## src/rtl/mem_port_arbiter.sv

```systemverilog
// Shares one single-port memory between instruction fetch and data access,
// one transaction in flight. Optional fetch starvation guard: ARB_STARVE_GUARD_EN.
//
// state | meaning
// IDLE  | no access in flight; grant is combinational from the requests
// WAIT  | memory signals driven; latency counter runs up to MEM_LATENCY
// RESP  | owner's rvalid pulse; no grant this cycle
module mem_port_arbiter #(
    parameter int AWIDTH       = 32,
    parameter int DWIDTH       = 32,
    parameter int MEM_LATENCY  = 1,
    parameter int STARVE_LIMIT = 4
) (
    input  logic              clk,
    input  logic              rst,
    input  logic              i_req_i,
    input  logic [AWIDTH-1:0] i_addr_i,
    output logic              i_gnt_o,
    output logic              i_rvalid_o,
    output logic [DWIDTH-1:0] i_rdata_o,
    input  logic              d_req_i,
    input  logic              d_we_i,
    input  logic [AWIDTH-1:0] d_addr_i,
    input  logic [DWIDTH-1:0] d_wdata_i,
    input  logic [1:0]        d_size_i,
    output logic              d_gnt_o,
    output logic              d_rvalid_o,
    output logic [DWIDTH-1:0] d_rdata_o,
    output logic [AWIDTH-1:0] mem_addr_o,
    output logic [DWIDTH-1:0] mem_wdata_o,
    output logic [1:0]        mem_size_o,
    output logic              mem_read_en_o,
    output logic              mem_write_en_o,
    input  logic [DWIDTH-1:0] mem_rdata_i,
    output logic              busy_o
);

    typedef enum logic [1:0] {IDLE, WAIT, RESP} state_t;

    state_t     state;
    logic [3:0] lat_cnt;
    logic       owner_d;
    logic       force_i;
    logic       gnt_i;
    logic       gnt_d;

    if (MEM_LATENCY < 1 || MEM_LATENCY > 15) begin : g_bad_latency
        $error("mem_port_arbiter: MEM_LATENCY out of range 1..15");
    end
    if (STARVE_LIMIT < 1 || STARVE_LIMIT > 15) begin : g_bad_starve
        $error("mem_port_arbiter: STARVE_LIMIT out of range 1..15");
    end

`ifdef ARB_STARVE_GUARD_EN
    logic [3:0] starve_cnt;

    assign force_i = i_req_i && d_req_i && (starve_cnt == 4'(STARVE_LIMIT));

    // Counts data grants that overtook a waiting fetch.
    always_ff @(posedge clk or posedge rst) begin
        if (rst) begin
            starve_cnt <= 4'd0;
        end else if (gnt_i) begin
            starve_cnt <= 4'd0;
        end else if (gnt_d) begin
            starve_cnt <= i_req_i ? starve_cnt + 4'd1 : 4'd0;
        end
    end
`else
    assign force_i = 1'b0;
`endif

    assign gnt_d   = (state == IDLE) && d_req_i && !force_i;
    assign gnt_i   = (state == IDLE) && i_req_i && (!d_req_i || force_i);
    // Reset masks the combinational grants so every output is 0 during rst.
    assign d_gnt_o = gnt_d && !rst;
    assign i_gnt_o = gnt_i && !rst;
    assign busy_o  = (state != IDLE);

    always_ff @(posedge clk or posedge rst) begin
        if (rst) begin
            state          <= IDLE;
            lat_cnt        <= 4'd0;
            owner_d        <= 1'b0;
            mem_addr_o     <= '0;
            mem_wdata_o    <= '0;
            mem_size_o     <= 2'b00;
            mem_read_en_o  <= 1'b0;
            mem_write_en_o <= 1'b0;
            i_rvalid_o     <= 1'b0;
            d_rvalid_o     <= 1'b0;
            i_rdata_o      <= '0;
            d_rdata_o      <= '0;
        end else begin
            case (state)
                IDLE: begin
                    if (gnt_d) begin
                        state          <= WAIT;
                        lat_cnt        <= 4'd1;
                        owner_d        <= 1'b1;
                        mem_addr_o     <= d_addr_i;
                        mem_wdata_o    <= d_wdata_i;
                        mem_size_o     <= d_size_i;
                        mem_read_en_o  <= !d_we_i;
                        mem_write_en_o <= d_we_i;
                    end else if (gnt_i) begin
                        state          <= WAIT;
                        lat_cnt        <= 4'd1;
                        owner_d        <= 1'b0;
                        mem_addr_o     <= i_addr_i;
                        mem_wdata_o    <= '0;
                        mem_size_o     <= 2'b10;
                        mem_read_en_o  <= 1'b1;
                        mem_write_en_o <= 1'b0;
                    end
                end
                WAIT: begin
                    if (lat_cnt == 4'(MEM_LATENCY)) begin
                        state          <= RESP;
                        lat_cnt        <= 4'd0;
                        mem_addr_o     <= '0;
                        mem_wdata_o    <= '0;
                        mem_size_o     <= 2'b00;
                        mem_read_en_o  <= 1'b0;
                        mem_write_en_o <= 1'b0;
                        if (owner_d) begin
                            d_rvalid_o <= 1'b1;
                            d_rdata_o  <= mem_write_en_o ? '0 : mem_rdata_i;
                        end else begin
                            i_rvalid_o <= 1'b1;
                            i_rdata_o  <= mem_rdata_i;
                        end
                    end else begin
                        lat_cnt <= lat_cnt + 4'd1;
                    end
                end
                RESP: begin
                    state      <= IDLE;
                    i_rvalid_o <= 1'b0;
                    d_rvalid_o <= 1'b0;
                end
                default: state <= IDLE;
            endcase
        end
    end

endmodule

```

## config.mk

```make
export PLATFORM = sky130hd
export DESIGN_NAME = mem_port_arbiter
export DESIGN_NICKNAME = d
export VERILOG_FILES = /design/src/rtl/mem_port_arbiter.sv
export SDC_FILE = /design/constraint.sdc
export NUM_CORES = 1
export LEC_CHECK = 0
export ABC_AREA = 1
export ABC_CLOCK_PERIOD_IN_PS = 9900
export BUFFER_PORTS_ARGS = -buffer_cell sky130_fd_sc_hd__buf_2
export CORE_MARGIN = 2
export CORE_UTILIZATION = 53
export DETAILED_ROUTE_END_ITERATION = 6
export HOLD_SLACK_MARGIN = 0.12
export PLACE_DENSITY = 0.86
export SLEW_MARGIN = 25
export SYNTH_ARGS = -nofsm -noshare
export SYNTH_HDL_FRONTEND = slang
export SYNTH_SLANG_ARGS = --single-unit
```

## constraint.sdc

```tcl
create_clock -name clk -period 9.9 [get_ports clk]
set_clock_uncertainty 0.1 [all_clocks]
set_input_delay 0.495 -clock clk [delete_from_list [all_inputs] [get_ports clk]]
set_output_delay 0.495 -clock clk [all_outputs]
set_load 0.01 [all_outputs]
```

### After elaboration in Yosys (flattened, before gate mapping)

Index checks and enable logic that the tools add are counted.

* flip-flop bits (word level): 141
* output and inout port bits: 137
* logic and storage cells: 76

* $add $sub $neg: 1
* equality and inequality tests: 7
* mux-type cells: 34
* bitwise operators: 1
* reductions and logical operators: 21

Operators by type and width (count)
* $mux 32: 6
* $pmux 32 s2: 2
* $reduce_and 3->1: 5
* $mux 2: 6
* $mux 4: 3
* $mux 1: 10
* $pmux 1 s2: 4
* $pmux 2 s2: 2
* $pmux 4 s2: 1
* $reduce_bool 2->1: 4
* $ne 2x2->1 const B: 3
* $reduce_and 2->1: 3
* $logic_and 1x1->1: 5
* $add 4x1->4 const B: 1
* $eq 4x1->1 const B: 1
* $logic_not 1->1: 3
* $ne 3x3->1 const B: 1
* $eq 2x1->1 const B: 1
* $eq 2x2->1 const B: 1
* $logic_not 2->1: 1
* $not 1->1: 1

### Longest topological paths before layout

Gate-level depths: netlist of the first run.

* word-level depth: 6
* depth in mapped cells: 11
* depth with buffers taken out: 9

### Worst setup path after synthesis of the first run

OpenSTA, ideal clock, no wires.

* path kind: reg-to-output
* start: register state[0]
* end: output port d_gnt_o
* data arrival time: 1.329 ns
* path slack: 7.976 ns
* stages on the path, launching flop included: 7
* buffers on the path: 2
* cells stage by stage: dfrtp_1 inv_1 ha_1 nand2_1 buf_2 buf_1 nor2_1

* longest elaborated chain between the ends: 3

RTL lines
* from (decl): line 40 `state_t state;`
* from (signal assigned): line 82 `state <= IDLE;`
* from (signal assigned): line 98 `state <= WAIT;`
* from (signal assigned): line 107 `state <= WAIT;`
* $logic_not 2->1: line 73 `assign gnt_d = (state == IDLE) && d_req_i && !force_i;`
* $logic_and 1x1->1: line 73
* $logic_and 1x1->1: line 76 `assign d_gnt_o = gnt_d && !rst;`
* to (decl): line 26 `output logic d_gnt_o,`

Every way passes these cells.

### Worst setup path in the final report of the first run

* start: register state[1]
* end: register mem_addr_o[17]

* longest elaborated chain between the ends: 5
* elaborated cells between the ends (all ways): 11
* classes of those cells: eq/ne: 3; mux: 2; reduce/logical: 6

RTL lines
* $logic_not 2->1: line 73, 74, 95
* $logic_and 1x1->1 (2 in a row): line 74 `assign gnt_i = (state == IDLE) && i_req_i && (!d_req_i || force_i);`
* $ne 3x3->1 (no line)
* $reduce_and 3->1 (no line)
* to (signal assigned): line 101 `mem_addr_o <= d_addr_i;`
* to (signal assigned): line 110 `mem_addr_o <= i_addr_i;`
* to (decl): line 29 `output logic [AWIDTH-1:0] mem_addr_o,`

Parallel ways exist; a longest one is shown, timed or not.
A chain may end at the register's enable or synchronous reset.

==> results of run 1 <==
-- where the power goes --
part / switching, mW / internal (mW) / total [mW]
logic: 0.961 / 0.477 / 1.44
clock network: 0.249 / 0.474 / 0.723
registers: 0.158 / 0.855 / 1.01
-- state kept, by name (all words and copies together) (netlist names) --
signal / cells
d_rdata_o: 32
i_rdata_o: 32
mem_addr_o: 32
mem_wdata_o: 32
lat_cnt: 4
mem_size_o: 2
state: 2
d_rvalid_o: 1
i_rvalid_o: 1
mem_read_en_o: 1
mem_write_en_o: 1
owner_d: 1
-- through the flow --
stage	cell area (µm²)	hold slack, ns	power (mW)
floorplan	6940	0.367	1.99
global placement	8230	0.352	2.41
detailed placement	8260	0.355	2.46
CTS	8940	0.214	3.19
global route	8940	0.229	3.42
finish	8940	0.227	3.17
-- worst max-delay path: cells and delay by family (launching register included) --
family | cells | cell delay, ns
fa+ha+maj | 1 | 0.26
simple gates | 6 | 1.78
buf+inv | 3 | 0.65
flops | 1 | 0.39
-- final cells by class --
class | count | share of cell area, %
Clock buffer | 18 | 4.80
Timing Repair Buffer | 279 | 16.1
Tap cell | 172 | 2.41
Clock inverter | 13 | 2.67
Sequential cell | 141 | 39.5
Inverter | 81 | 3.46
Multi-Input combinational cell | 622 | 31.1
-- path summary, 6_finish.rpt --
check | endpoint | slack (ns) | cells after the start
worst max-delay path | mem_addr_o[17] | 6.56 | 10
worst min-delay path | i_rdata_o[2] | 0.23 | 3
worst max register to register | mem_addr_o[17] | 6.56 | 10
worst min register to register | mem_size_o[0] | 0.37 | 2
max in group asynchronous | mem_wdata_o[31] | 7.94 | 4
min in group asynchronous | mem_wdata_o[26] | 0.63 | 3
-- Yosys cell counts (all sizes together) --
cell type	instances
nor2	106
or2	1
a31oi	1
ha	7
inv	80
nand4	38
o21ai	68
a21oi	1
clkinv	1
o22ai	1
clkbuf	24
nand3b	1
nand3	109
dfrtp	141
buf	42
nand2	289
-- metal layers --
metal | track usage [%] | wire (µm) | vias up | share of wire (%)
li1 | - | - | 3344 | -
met1 | 35.4 | 7820 | 3109 | 42
met2 | 44.1 | 9000 | 333 | 48
met3 | 5.26 | 1340 | 42 | 7.1
met4 | 10.9 | 535 | 0 | 2.9
met5 | 0 | 0 | - | 0
-- kinds of logic (layout without fill, tap and decap cells) --
logic type / Yosys count / count (layout)
fa+ha+maj: 7 / 7
compound gates: 71 / 71
buf+inv: 147 / 391
flops: 141 / 141
simple gates: 544 / 544
-- timing repair --
action / in CTS / in global routing
hold buffers: 1 / 0
hold endpoints to repair: 55 / 0
setup endpoints to repair: 0 / 0
==> impl_metrics.py, run 1 <==
metrics = {
    "status": {
        "outcome": "finished, final reports clean",
    },
    "worst_setup_path": {
        "timing.critical_path.slowest_cell_delay_ns": 0.52,
        "timing.critical_path.from": "state[1]",
        "timing.critical_path.from_type": "flop",
        "critPathMostFrequentCell": "sky130_fd_sc_hd__nand2_1",
        "critical_path.endpoint_type": "flop",
        "crit_path_cell_chain": "inv_1 -> ha_1 -> nand2_4 -> nand2_1 -> inv_1 -> nand2_2 -> nand3_2 -> buf_4 -> nand2_1 -> nand2_1",
        "critPathKind": "reg -> reg",
        "arrival_ns": 3.54,
        "worstReg2RegStart": "state[1]",
        "crit_path_top_delay_cell": "sky130_fd_sc_hd__nand2_2",
        "critical_path_required_ns": 10.09,
        "path_max_fanout": 67,
    },
    "clock_tree": {
        "clock_root_cell": "sky130_fd_sc_hd__clkbuf_16",
        "post_cts_buffers": 0,
        "htree_num_levels": 4,
        "clk_path_buf_depth": 2,
        "post_cts_resized": 0,
        "clk_pin_slew_ns": 0.06,
        "tritoncts": "built",
        "insertion_delay_ns": 0.40,
        "numCtsBuffers": 17,
        "cts.sinks": 141,
    },
    "timing": {
        "timing.setup.tns_ns": 0,
        "setup_slack_ns": 6.56,
        "total_of_endpoints_with_negative_setup_slack_in_the_final_report": 0,
        "finalCritPeriodShare_pct": 33.8,
        "hold_viol": 0,
        "worst_pin_slew_ns": 1.06,
        "maxClockFrequency_mhz": 299,
        "setup_repair_after_global_routing_missed_its_margin": "false",
        "slew-limit-headroom_pct": 29.3,
        "finalMaxSlewViolations": 0,
        "layout_min_cycle_time_ns": 3.34,
    },
    "grt": {
        "grt_pass1_vias": 6382,
        "grt.total_usage_pct": 27.0,
        "grt_pass1_wl_mm": 30.8,
        "grt_start_max_net_pins": 87,
        "antenna_found_initial": 0,
        "overflow": 0,
    },
    "logic_synthesis": {
        "complex_gate_fraction_of_the_synthesized_area_pct": 5.15,
        "synth_mux_area_share_pct": 0,
        "postSynthAreaPerCell_um2": 7.63,
        "synth-simple-area-share_pct": 33.4,
        "number_of_distinct_standard_cells_referenced_by_the_synthesized_netlist": 26,
        "synth.largest_area_cell": "sky130_fd_sc_hd__dfrtp_1",
        "synth.net_count": 1052,
        "syn_inst": 910,
        "post_synth_xor_area_fraction_pct": 0,
        "synth_adder_area_share_pct": 1.26,
        "synth_area_mm2": 0.00694,
        "synth_top_family_by_area": "simple AND/OR/NAND/NOR gates",
        "flops_latches_synth": 141,
        "synth.top_cell.area_share_pct": 50.8,
        "sequential_to_total_area_share_from_yosys_stat_pct": 50.8,
        "synth-warning-count": 0,
        "netlist_top_cells_area": "sky130_fd_sc_hd__dfrtp_1 (51%), sky130_fd_sc_hd__nand2_1 (16%), sky130_fd_sc_hd__nand3_1 (7.7%)",
    },
    "placement": {
        "detailed_place_hpwl_mm": 12.5,
        "place.gp.congestion": 0.821,
        "pre_cts_slack_ns": 5.85,
        "place_inst": 1294,
        "buffer_ports.inserted": 271,
    },
    "route": {
        "detail_route.first_pass.iterations": 5,
        "remaining_design_rule_violation_count": 0,
        "post_drt_antenna_nets": 0,
        "vias": 6828,
        "detail_route.iter0.violations": 578,
        "avgViaCountPerCell": 5.15,
        "drt-total-wl_mm": 18.7,
        "avgRoutedWirePerCell_um": 14.1,
    },
    "final_layout": {
        "layout.area.seq_mm2": 0.00353,
        "final_net_count": 1284,
        "multi_input_area_mm2": 0.00278,
        "drive_gt1_share_pct": 27.9,
        "layout_common_cells": "sky130_fd_sc_hd__nand2_1 (286), sky130_fd_sc_hd__buf_2 (271), sky130_fd_sc_hd__dfrtp_1 (141)",
        "final_common_cell": "sky130_fd_sc_hd__nand2_1",
        "final-instance-count-excl-fill": 1326,
        "n_fill_cell": 1026,
        "insertedDiodeCount": 0,
        "finish.utilization_pct": 70.3,
        "syn_to_final_growth_pct": 28.8,
    },
    "power_and_ir_drop": {
        "vdd_drop_max_mv": 0.176,
        "total_leakage_power_nw": 5.32,
        "power.density_cell_area_mw_per_mm2": 355,
    },
    "floorplan": {
        "die-area_mm2": 0.0140,
        "ioPinCount": 272,
        "die-height_um": 118,
        "initial_core_util_pct": 54.6,
        "core_mm2": 0.0127,
        "num_rows": 41,
        "chipWidth_um": 118,
    },
    "worst_hold_path": {
        "hp-start": "mem_rdata_i[2]",
        "hold_path.class": "in -> reg",
    },
    "job": {
        "count_of_max_cap_constraint_violations": 0,
    },
}
Note: power is estimated with default switching activity, not from simulation.
==> run 2: changes to the inputs <==
Settings changed: ABC_CLOCK_PERIOD_IN_PS 9900 to 3350, CORE_UTILIZATION 53 to 49, PLACE_DENSITY 0.86 to 0.8.
Clock period 9.9 ns to 3.35 ns, I/O delays scaled along.
==> run 2 against run 1 <==
  * Register-to-register slack got worse by 5.9 ns
  * Sequential power increased to 3.0 times the previous value
  * Wire length increased by 21%
  * Setup slack got worse by 5.9 ns
  * Sequential share of layout area decreased by 5.1 points
  * Global-route usage increased by 3.3 points
  * Critical endpoint is now mem_addr_o[20]
  * Highest routed layer unchanged
==> impl_metrics.py, run 2 (synthesis gave the netlist of run 1 again) <==
metrics = {
    "status": {
        "outcome": "finished, final reports clean",
    },
    "power_and_ir_drop": {
        "power.clock.fraction_pct": 19.7,
        "p_int_mw": 5.55,
        "total_leakage_power_nw": 5.91,
        "p_comb_share_pct": 49.7,
        "p_switching_mw": 4.25,
        "power.sequential.fraction_pct": 30.6,
        "power.density_cell_area_mw_per_mm2": 953,
        "sw_frac_of_total_pct": 43.4,
        "vdd_drop_max_mv": 0.538,
    },
    "placement": {
        "detailed_place_hpwl_mm": 12.6,
        "place.gp.congestion": 0.836,
        "buffer_ports.inserted": 271,
    },
    "worst_setup_path": {
        "timing.critical_path.from_type": "flop",
        "critical_path_required_ns": 3.55,
        "timing.critical_path.slowest_cell_delay_ns": 0.56,
        "arrival_ns": 2.87,
        "critPathKind": "reg -> reg",
        "crit_path_cell_chain": "inv_1 -> ha_1 -> nand2_2 -> buf_4 -> nand2_1 -> nand2_1 -> nor2_1 -> dlygate4sd3_1 -> nand3_1 -> nand2_1",
        "critPathMostFrequentCell": "sky130_fd_sc_hd__nand2_1",
        "path_max_fanout": 66,
        "worst-r2r-setup-slack_ns": 0.68,
        "critical_path.endpoint_type": "flop",
        "critical_path.reg2reg.endpoint": "mem_addr_o[20]",
        "number_of_cell_instances_on_the_worst_register_to_register_path": 10,
        "crit_path_top_delay_cell": "sky130_fd_sc_hd__dlygate4sd3_1",
        "worstReg2RegStart": "state[0]",
    },
    "grt": {
        "grt_pass1_wl_mm": 35.9,
        "grt_pass1_vias": 7510,
        "antenna_found_initial": 0,
        "grt_start_max_net_pins": 77,
        "overflow": 0,
        "grt.total_usage_pct": 30.3,
    },
    "final_layout": {
        "insertedDiodeCount": 0,
        "final_net_count": 1425,
        "layout.area.seq_mm2": 0.00353,
        "layout_common_cells": "sky130_fd_sc_hd__nand2_1 (287), sky130_fd_sc_hd__buf_2 (271), sky130_fd_sc_hd__dfrtp_1 (141)",
        "syn_to_final_growth_pct": 47.9,
        "final_common_cell": "sky130_fd_sc_hd__nand2_1",
        "drive_gt1_share_pct": 25.3,
        "n_fill_cell": 954,
        "multi_input_area_mm2": 0.00277,
    },
    "route": {
        "vias": 7730,
        "post_drt_antenna_nets": 0,
        "avgViaCountPerCell": 5.24,
        "remaining_design_rule_violation_count": 0,
        "drt-total-wl_mm": 22.7,
        "detail_route.first_pass.iterations": 6,
        "detail_route.iter0.violations": 697,
        "avgRoutedWirePerCell_um": 15.4,
    },
    "clock_tree": {
        "post_cts_buffers": 0,
        "hold_buffers": 133,
        "htree_num_levels": 4,
        "tritoncts": "built",
        "numCtsBuffers": 17,
        "cts.sinks": 141,
        "clock_root_cell": "sky130_fd_sc_hd__clkbuf_16",
        "insertion_delay_ns": 0.42,
        "post_cts_resized": 0,
        "clk_pin_slew_ns": 0.06,
        "clk_path_buf_depth": 2,
    },
    "worst_hold_path": {
        "hold_path_depth": 3,
        "holdPathEnd": "owner_d",
        "hp-start": "d_req_i",
        "hold_path.class": "in -> reg",
    },
    "timing": {
        "finalMaxSlewViolations": 0,
        "maxClockFrequency_mhz": 375,
        "finalCritPeriodShare_pct": 79.6,
        "worst_pin_slew_ns": 1.00,
        "layout_min_cycle_time_ns": 2.67,
        "timing.setup.tns_ns": 0,
        "total_of_endpoints_with_negative_setup_slack_in_the_final_report": 0,
        "slew-limit-headroom_pct": 32.7,
        "hold-worst-slack_ns": 0.330,
        "hold_viol": 0,
        "setup_repair_after_global_routing_missed_its_margin": "false",
    },
    "floorplan": {
        "chipWidth_um": 123,
        "num_rows": 43,
        "ioPinCount": 272,
        "initial_core_util_pct": 50.0,
        "die-area_mm2": 0.0151,
        "die-height_um": 123,
        "core_mm2": 0.0139,
    },
    "job": {
        "count_of_max_cap_constraint_violations": 0,
    },
}
## run 2: layer usage
metal	up-vias	track usage (%)	part of all wire, %
li1	3615	-	-
met1	3572	36.0	38
met2	458	51.3	49
met3	85	8.16	8.9
met4	0	13.8	3.8
met5	-	0	0
## run 2: critical path, delay by kind of cell, from the launching register on
| kind | cells | cell delay, ns |
|---|---|---|
| flip-flops | 1 | 0.40 |
| buffers and inverters | 3 | 1.18 |
| AND/OR/NAND/NOR | 6 | 0.59 |
| adder cells (fa/ha/maj) | 1 | 0.25 |
## run 2: power groups by stage
stage          logic (mW)  registers, mW  clock network, mW
3_5_place_dp         4.42           2.97                  0
5_1_grt              5.42           3.08               2.02
4_1_cts              4.75           2.97               1.94
2_1_floorplan        2.56           3.31                  0
6_report             4.87           3.00               1.93
3_3_place_gp         4.28           2.97                  0
## run 2: cell type report
type / count / share of cell area, %
Multi-Input combinational cell: 622 / 27.0
Sequential cell: 141 / 34.3
Tap cell: 180 / 2.19
Clock inverter: 5 / 0.755
Clock buffer: 26 / 5.15
Inverter: 81 / 3.00
Timing Repair Buffer: 420 / 27.6
## run 2: how the worst max path moves through the flow
| stage | endpoint | cells after the start | start | slack [ns] |
|---|---|---|---|---|
| 6_report | mem_addr_o[20] | 10 | state[0] | 0.68 |
| 5_1_grt | mem_addr_o[20] | 10 | state[0] | 0.52 |
| 4_1_cts | mem_addr_o[10] | 10 | state[1] | 0.81 |
| 3_5_place_dp | i_rdata_o[15] | 7 | state[1] | 0.87 |
| 3_3_place_gp | i_rdata_o[19] | 7 | state[1] | 1.00 |
| 2_1_floorplan | d_rdata_o[0] | 1 | rst | 1.32 |
## run 2: metrics by stage
stage	std cells	setup slack (ns)	power (mW)	util, %	area, µm²
final	1475	0.684	9.79	74.0	10300
after CTS	1475	0.810	9.67	74.0	10300
after detailed placement	1311	0.866	7.39	60.0	8330
after global placement	1311	1.00	7.25	60.0	8330
after global routing	1475	0.517	10.5	74.0	10300
after floorplan	910	1.32	5.88	-	6950
==> run 3: changes to the inputs <==
Settings changed: ABC_CLOCK_PERIOD_IN_PS 3350 to 2490.
Clock period 3.35 ns to 2.49 ns, I/O delays scaled along.
==> run 3 against run 2 <==
  * Sequential power grew 34%
  * Core utilization grew 0.28 points
  * Sequential share of layout area shrank 0.13 points
  * Fmax grew 11%
  * Clock-buffer cell count shrank 7
  * Critical path type unchanged
==> impl_metrics.py, run 3 (synthesis gave the netlist of run 1 again) <==
metrics = {
    "status": {
        "outcome": "finished, final reports clean",
    },
    "final_layout": {
        "layout.area.seq_mm2": 0.00353,
        "n_fill_cell": 931,
        "final_common_cell": "sky130_fd_sc_hd__nand2_1",
        "layout_common_cells": "sky130_fd_sc_hd__nand2_1 (287), sky130_fd_sc_hd__buf_2 (271), sky130_fd_sc_hd__dfrtp_1 (141)",
        "multi_input_area_mm2": 0.00277,
        "drive_gt1_share_pct": 25.7,
        "final-instance-count-excl-fill": 1483,
        "syn_to_final_growth_pct": 48.5,
        "insertedDiodeCount": 0,
        "final_net_count": 1432,
    },
    "route": {
        "remaining_design_rule_violation_count": 0,
        "avgRoutedWirePerCell_um": 15.4,
        "avgViaCountPerCell": 5.20,
        "detail_route.first_pass.iterations": 5,
        "drt-total-wl_mm": 22.8,
        "detail_route.iter0.violations": 678,
        "vias": 7715,
        "post_drt_antenna_nets": 0,
    },
    "power_and_ir_drop": {
        "power.density_cell_area_mw_per_mm2": 1260,
        "total_leakage_power_nw": 5.91,
        "post-layout-total-power_mw": 13.0,
        "vdd_drop_max_mv": 0.929,
    },
    "grt": {
        "grt.total_usage_pct": 30.6,
        "antenna_found_initial": 0,
        "overflow": 0,
        "grt_pass1_wl_mm": 36.1,
        "grt_pass1_vias": 7596,
        "grt_start_max_net_pins": 69,
    },
    "worst_setup_path": {
        "critPathMostFrequentCell": "sky130_fd_sc_hd__nand2_1",
        "arrival_ns": 2.60,
        "timing.critical_path.from_type": "flop",
        "crit_path_cell_chain": "inv_1 -> ha_2 -> clkinv_1 -> buf_4 -> nand2_1 -> nor2_1 -> dlygate4sd3_1 -> nand3_1 -> nand2_1",
        "timing.critical_path.slowest_cell_delay_ns": 0.55,
        "crit_path_top_delay_cell": "sky130_fd_sc_hd__dlygate4sd3_1",
        "path_max_fanout": 32,
        "critical_path.endpoint_type": "flop",
        "critPathKind": "reg -> reg",
        "critical_path_required_ns": 2.70,
    },
    "clock_tree": {
        "tritoncts": "built",
        "clk_path_buf_depth": 2,
        "insertion_delay_ns": 0.42,
        "numCtsBuffers": 17,
        "cts.sinks": 141,
        "htree_num_levels": 4,
        "clk_pin_slew_ns": 0.06,
        "clock_root_cell": "sky130_fd_sc_hd__clkbuf_16",
        "post_cts_buffers": 0,
    },
    "timing": {
        "hold_viol": 0,
        "hold-worst-slack_ns": 0.342,
        "maxClockFrequency_mhz": 418,
        "total_of_endpoints_with_negative_setup_slack_in_the_final_report": 0,
        "finalCritPeriodShare_pct": 96.1,
        "slew-limit-headroom_pct": 46.4,
        "finalMaxSlewViolations": 0,
        "worst_pin_slew_ns": 0.802,
        "timing.setup.tns_ns": 0,
        "layout_min_cycle_time_ns": 2.39,
    },
    "placement": {
        "detailed_place_hpwl_mm": 12.8,
        "buffer_ports.inserted": 271,
        "place_inst": 1315,
        "place.gp.congestion": 0.845,
    },
    "floorplan": {
        "die-height_um": 123,
        "chipWidth_um": 123,
        "initial_core_util_pct": 50.0,
        "ioPinCount": 272,
        "die-area_mm2": 0.0151,
        "num_rows": 43,
        "core_mm2": 0.0139,
    },
    "worst_hold_path": {
        "hold_path.class": "in -> async",
    },
    "job": {
        "count_of_max_cap_constraint_violations": 0,
    },
}
[run 3: changes by cell type in the layout (fill, tap and decap cells not counted), moves of 2 or more]
cell                            before  now
sky130_fd_sc_hd__buf_12              2    4
sky130_fd_sc_hd__buf_4              14   16
sky130_fd_sc_hd__clkbuf_8            7    1
sky130_fd_sc_hd__clkinv_4            0    3
sky130_fd_sc_hd__clkinvlp_4          2    6
sky130_fd_sc_hd__dlygate4sd3_1     133  136
[run 3: worst paths after layout]
path                                from               to  slack, ns  cells past startpoint
hold reg to reg            mem_size_o[0]    mem_size_o[0]       0.37                      2
setup / recovery                state[1]   mem_addr_o[19]        0.1                      9
min in group clk           mem_size_o[0]    mem_size_o[0]       0.37                      2
hold / removal                       rst   mem_write_en_o       0.34                      3
setup reg to reg                state[1]   mem_addr_o[19]        0.1                      9
max in group asynchronous            rst  mem_wdata_o[14]       1.27                      4
[run 3: what timing repair did]
action,4_1_cts,5_1_grt
hold buffers,136,0
gates resized for setup,0,5
endpoints found under the setup margin,0,31
hold endpoints to repair,162,0
[run 3: critical path, delay by kind of cell, from the launching register on]
family,cells,cell delay (ns)
adders and majority gates,1,0.31
buffers and inverters,4,1.12
DFF,1,0.39
and+or+nand+nor,4,0.35
[run 3: report_power, final]
| group | total [mW] | switching [mW] | internal (mW) |
|---|---|---|---|
| clock | 2.40 | 1.00 | 1.40 |
| sequential | 4.03 | 0.624 | 3.40 |
| combinational | 6.58 | 4.17 | 2.41 |
| total | 13.0 | 5.80 | 7.21 |
[run 3: layout make-up]
cell class,instances,area share [%]
sequential,141,34.2
timing repair buffer,427,28.3
multi-input combinational,622,26.9
clock buffer,19,4.30
inverter,81,2.99
tap,180,2.18
clock inverter,13,1.14
[run 3: stage by stage]
stage	setup WS [ns]	utilization, %	area [µm²]
floorplan	0.502	-	6950
global placement	0.423	60.3	8370
detailed placement	0.380	60.3	8370
CTS	0.0239	74.2	10300
global route	-0.0162	74.3	10300
finish	0.0973	74.3	10300
[run 3: routing by layer]
layer / up-vias / wire length (µm) / track usage (%)
li1: 3638 / - / -
met5: - / 0 / 0
met2: 435 / 11200 / 51.7
met1: 3550 / 8650 / 35.6
met4: 0 / 1020 / 16.0
met3: 92 / 2000 / 8.39
